**src/rtl/proj_minhash_accum.sv**
```systemverilog
// proj_minhash_accum: tracks min of h(i)=(A*i+B) mod 2^HASH_W over set feature-map bits, publishes one signature per pass.
// Optional argmin output sig_idx enabled by defining PROJ_MINHASH_ARGMIN_EN.
module proj_minhash_accum #(
    parameter int FM_BUFFER_SIZE = 8,
    parameter int HASH_W         = 16
) (
    input  logic                      clk,
    input  logic                      rst_n,
    input  logic                      start,
    input  logic [HASH_W-1:0]         seed_a,
    input  logic [HASH_W-1:0]         seed_b,
    input  logic [FM_BUFFER_SIZE-1:0] index,
    input  logic                      fm_bit,
    input  logic                      finished_count,
    output logic                      busy,
    output logic [HASH_W-1:0]         sig,
    output logic                      sig_empty,
    output logic                      sig_valid
`ifdef PROJ_MINHASH_ARGMIN_EN
    ,output logic [FM_BUFFER_SIZE-1:0] sig_idx
`endif
);
    typedef enum logic [1:0] {IDLE, ACCUM, DRAIN, DONE} state_t;
    state_t state_q, state_d;
    logic [HASH_W-1:0] a_q, a_d, b_q, b_d, s1_h_q, s1_h_d, min_q, min_d, sig_q, sig_d;
    logic s1_v_q, s1_v_d, s1_bit_q, s1_bit_d, empty_q, empty_d, sig_empty_q, sig_empty_d;
    logic take, pub;
`ifdef PROJ_MINHASH_ARGMIN_EN
    logic [FM_BUFFER_SIZE-1:0] s1_idx_q, s1_idx_d, idx_q, idx_d, sig_idx_q, sig_idx_d;
`endif
    always_ff @(posedge clk) begin
        if (!rst_n) state_q <= IDLE;
        else        state_q <= state_d;
    end
    always_comb begin
        state_d = state_q;
        if (start) state_d = ACCUM;
        else if (state_q == ACCUM && finished_count) state_d = DRAIN;
        else if (state_q == DRAIN) state_d = DONE;
        else if (state_q == DONE) state_d = IDLE;
    end
    // Stage 2 compares the previous cycle's hash; strict < keeps the lowest index on ties.
    always_comb begin
        a_d         = start ? seed_a : a_q;
        b_d         = start ? seed_b : b_q;
        s1_v_d      = state_q == ACCUM && !start;
        s1_h_d      = a_q * HASH_W'(index) + b_q;
        s1_bit_d    = fm_bit;
        take        = s1_v_q && s1_bit_q && s1_h_q < min_q && (state_q == ACCUM || state_q == DRAIN);
        pub         = !start && state_q == DRAIN;
        min_d       = start ? '1 : take ? s1_h_q : min_q;
        empty_d     = start ? 1'b1 : take ? 1'b0 : empty_q;
        sig_d       = pub ? min_d : sig_q;
        sig_empty_d = pub ? empty_d : sig_empty_q;
`ifdef PROJ_MINHASH_ARGMIN_EN
        s1_idx_d    = index;
        idx_d       = start ? '0 : take ? s1_idx_q : idx_q;
        sig_idx_d   = pub ? (empty_d ? '0 : idx_d) : sig_idx_q;
`endif
    end
    always_ff @(posedge clk) begin
        if (!rst_n) begin
            a_q         <= '0;
            b_q         <= '0;
            s1_v_q      <= 1'b0;
            s1_h_q      <= '0;
            s1_bit_q    <= 1'b0;
            min_q       <= '0;
            empty_q     <= 1'b0;
            sig_q       <= '0;
            sig_empty_q <= 1'b0;
`ifdef PROJ_MINHASH_ARGMIN_EN
            s1_idx_q    <= '0;
            idx_q       <= '0;
            sig_idx_q   <= '0;
`endif
        end else begin
            a_q         <= a_d;
            b_q         <= b_d;
            s1_v_q      <= s1_v_d;
            s1_h_q      <= s1_h_d;
            s1_bit_q    <= s1_bit_d;
            min_q       <= min_d;
            empty_q     <= empty_d;
            sig_q       <= sig_d;
            sig_empty_q <= sig_empty_d;
`ifdef PROJ_MINHASH_ARGMIN_EN
            s1_idx_q    <= s1_idx_d;
            idx_q       <= idx_d;
            sig_idx_q   <= sig_idx_d;
`endif
        end
    end
    always_comb begin
        busy      = state_q != IDLE;
        sig_valid = state_q == DONE;
        sig       = sig_q;
        sig_empty = sig_empty_q;
`ifdef PROJ_MINHASH_ARGMIN_EN
        sig_idx   = sig_idx_q;
`endif
    end
endmodule

```
**config.mk**
```make
export PLATFORM = sky130hd
export DESIGN_NAME = proj_minhash_accum
export DESIGN_NICKNAME = d
export VERILOG_FILES = /design/src/rtl/proj_minhash_accum.sv
export SDC_FILE = /design/constraint.sdc
export NUM_CORES = 1
export LEC_CHECK = 0
export BUFFER_PORTS_ARGS = -buffer_cell sky130_fd_sc_hd__buf_2
export CORE_UTILIZATION = 55
export DETAILED_ROUTE_END_ITERATION = 10
export GPL_TIMING_DRIVEN = 1
export PLACE_DENSITY = 0.75
export SYNTH_ARGS = -nofsm -noshare
export SYNTH_HDL_FRONTEND = slang
export SYNTH_SLANG_ARGS = --single-unit
```
**constraint.sdc**
```tcl
create_clock -name clk -period 4.75 [get_ports clk]
set_clock_uncertainty 0.1 [all_clocks]
set_input_delay 0 -clock clk [delete_from_list [all_inputs] [get_ports clk]]
set_output_delay 0 -clock clk [all_outputs]
set_load 0.01 [all_outputs]
```
==> reports/metrics.csv <==
stage,metric,value,unit
setup_path,Worst Setup End Kind,flop,
power_and_ir_drop,Leak,3.72,nW
synth,"EDFF count, synth",0,
route,DR vias,5137,
timing,relative slew slack,27.2,%
power_and_ir_drop,internal cell power,1.54,mW
finish,Fillers,1010,
route,Routed Antenna Nets,0,
finish,Post-Layout Cell Count,970,
global_routing,total gr overflow,0,
power_and_ir_drop,switching share of power,36.2,%
cts,clk buf depth,2,
cts,register clock-pin slew on the reported worst setup and hold paths,0.07,ns
cts,clock root buffer master,clkbuf_16,
route,Pre-Repair DR Iteration Count,4,
hold_path,Hold WC Path Type,input pin to flop,
power_and_ir_drop,sw power,0.873,mW
timing,Final Hold Viols,0,
synth,top_reg_cell synth,dfxtp_1,
setup_path,arrival time at the worst endpoint,4.66,ns
place,Placer Congestion,0.891,
finish,Post-layout nets,981,
setup_path,type of origin of the critical path,flop,
place,Post-Place Cell Area,7090,µm²
cts,cts bufs inserted,9,
timing,Fin Setup TNS,0,ns
timing,fmax,0.221,GHz
route,1st-iter DRT viols,286,
place,placed cells,920,
flow_run,maxcap violations,0,
synth,synth top area cells,"dfxtp_1 25%, fa_1 22%, ha_1 8.1%",
global_routing,global-route wire length before repair,25.4,mm
place,Port Buf Inserts,63,
timing,RSZ-0062 raised after global routing,no,
timing,worst hold slack,0.0280,ns
synth,most common cell in the netlist,inv_1,
finish,fin area,7710,µm²
run_status,outcome,"complete, no violations",
route,# DRC,0,
route,final WL,14.5,mm
timing,final worst path period share,95.2,%
floorplan,die height,113,µm
floorplan,Die ar.,12700,µm²
setup_path,CP Class,flop to flop,
synth,Gate Count Post-Synth,745,
floorplan,I/O pin cnt,64,
global_routing,vias in the first global route,5484,
power_and_ir_drop,Power Total,2.41,mW
power_and_ir_drop,clock share of power,27.3,%
global_routing,largest net degree at the start of global routing,61,
synth,"Warnings, synthesis",0,
floorplan,row count,40,
synth,Synth cell types,55,
synth,top cell type's share of synthesized area,25.5,%
synth,Syn Nets,908,
synth,Post-synth top cells,"140 x inv_1, 86 x dfxtp_1, 74 x fa_1",
power_and_ir_drop,sequential power share,35.8,%
finish,layout cell share with drive strength beyond 1,13.4,%
place,"worst slack, placed",0.144,ns
cts,CTS tree,yes,
synth,Synth Register Bits,86,
power_and_ir_drop,PD cells,313,nW/µm²
synth,"Cell Area, Synth",6760,µm²
floorplan,Initial Util,56.3,%
synth,Synth area leader,dfxtp_1,
cts,Post-CTS Setup Inserts,0,
global_routing,GRT Util Overall,25.1,%
finish,area delta synth->final,14.1,%
place,Final HPWL DP,11.0,mm
timing,worst slew pin tran,1.09,ns
synth,Syn Area/Cell,9.07,µm²
global_routing,initial antenna violation count,0,
floorplan,Die W,113,µm
power_and_ir_drop,Combinational Power Share,36.9,%
route,vias per inst,5.30,
timing,"Slew Viols, Final",0,
finish,Final Util,64.2,%
floorplan,Core ar.,12000,µm²
setup_path,Worst Path Max Fanout,9,
cts,Worst-Skew Late Latency,0.36,ns
cts,Sink Count,86,
timing,setup violators final,0,
cts,H-tree depth,3,
finish,Antenna Cells,0,
timing,final worst slack,0.226,ns
synth,sequential element share of the synthesized area,25.5,%
power_and_ir_drop,Worst VDD drop,0.177,mV
setup_path,WP data required,4.88,ns
route,Routed wire per std cell,14.9,µm
timing,final worst path period need,4.52,ns
synth,asr flop ratio synth,0,%
==> sequential cells by signal, indices dropped and copies added (netlist names) <==
| signal | flops |
|---|---|
| b_q | 16 |
| s1_bit_q | 1 |
| sig_empty | 1 |
| empty_q | 1 |
| sig | 16 |
| s1_h_q | 16 |
| min_q | 16 |
| s1_v_q | 1 |
| state_q | 2 |
| a_q | 16 |
==> final timing paths <==
kind,slack [ns],startpoint,to,cells past startpoint
min,0.03,rst_n,empty_q,2
max,0.23,a_q[5],s1_h_q[15],14
min reg2reg,0.40,b_q[10],b_q[10],2
max reg2reg,0.23,a_q[5],s1_h_q[15],14
==> routing by layer <==
layer	global-route usage (%)	vias to the layer above	share of wire, %
met5	0	-	0
met4	10.6	0	2.3
met3	3.91	26	3.6
met2	44.9	140	50
met1	30.1	2463	44
li1	-	2508	-
==> layout make-up <==
class	count	area, µm²	share of cell area, %
timing repair buffer	98	663	8.60
tap	147	184	2.39
sequential	86	1730	22.4
multi-input combinational	481	4330	56.1
clock inverter	6	43.8	0.568
clock buffer	10	229	2.97
inverter	142	533	6.91
==> power by group through the flow <==
| stage | sequential (mW) | combinational, mW | clock [mW] |
|---|---|---|---|
| after floorplan | 0.855 | 0.688 | 0 |
| after global placement | 0.875 | 0.832 | 0 |
| after detailed placement | 0.878 | 0.863 | 0 |
| after CTS | 0.862 | 0.895 | 0.669 |
| after global routing | 0.872 | 1.02 | 0.697 |
| final | 0.864 | 0.891 | 0.659 |
==> kinds of logic after synthesis <==
logic type,after synthesis,share of synthesized area (%)
DFF,86,25.5
and+or+nand+nor,197,15.0
buffers and inverters,178,10.5
adders and majority gates,118,30.1
muxes,34,5.05
xor gates and xnor gates,19,2.57
AOI/OAI and AO/OA,113,11.3
==> timing repair <==
action,4_1_cts,5_1_grt
hold buffers,34,0
endpoints found under the hold margin,34,0
gates resized for setup,0,6
endpoints found under the setup margin,0,2
==> worst max-delay path: stages, from the launching register on <==
cell     delay, ns
dfxtp_2       0.38
and2_1        0.18
fa_1          0.52
fa_1          0.52
fa_1          0.55
inv_1         0.06
fa_1          0.52
inv_1         0.04
ha_1          0.36
a21o_1        0.21
a21o_1        0.18
a21oi_1       0.17
o21ai_0       0.14
o21a_1        0.19
mux2_1        0.28
==> cells in the final DEF, fill, tap and decap left out, types with 2 or more instances in the layout <==
| cell type | netlist | final |
|---|---|---|
| nand2_1 | 58 | 58 |
| a21o_1 | 9 | 9 |
| o21ai_2 | 2 | 2 |
| xor2_1 | 4 | 4 |
| inv_6 | 0 | 2 |
| nand3_2 | 10 | 10 |
| o21ai_0 | 27 | 27 |
| inv_1 | 140 | 140 |
| ha_1 | 44 | 44 |
| nor3_1 | 9 | 9 |
| dfxtp_2 | 0 | 6 |
| a31oi_1 | 33 | 33 |
| o21ai_1 | 11 | 11 |
| xnor2_1 | 14 | 14 |
| clkbuf_16 | 0 | 9 |
| and2_1 | 51 | 51 |
| clkinv_1 | 2 | 2 |
| a211oi_2 | 2 | 2 |
| nor2_1 | 41 | 41 |
| o21bai_1 | 2 | 2 |
| dfxtp_1 | 86 | 80 |
| nand3_1 | 9 | 9 |
| a21oi_1 | 8 | 8 |
| nor2b_1 | 4 | 3 |
| dlygate4sd3_1 | 0 | 34 |
| and3_1 | 3 | 3 |
| mux2i_1 | 33 | 33 |
| fa_1 | 74 | 74 |
| clkinv_2 | 0 | 2 |
| o21a_1 | 8 | 8 |
| buf_2 | 6 | 63 |
| nand4_1 | 2 | 2 |
Power figures use the tool's default switching activity.
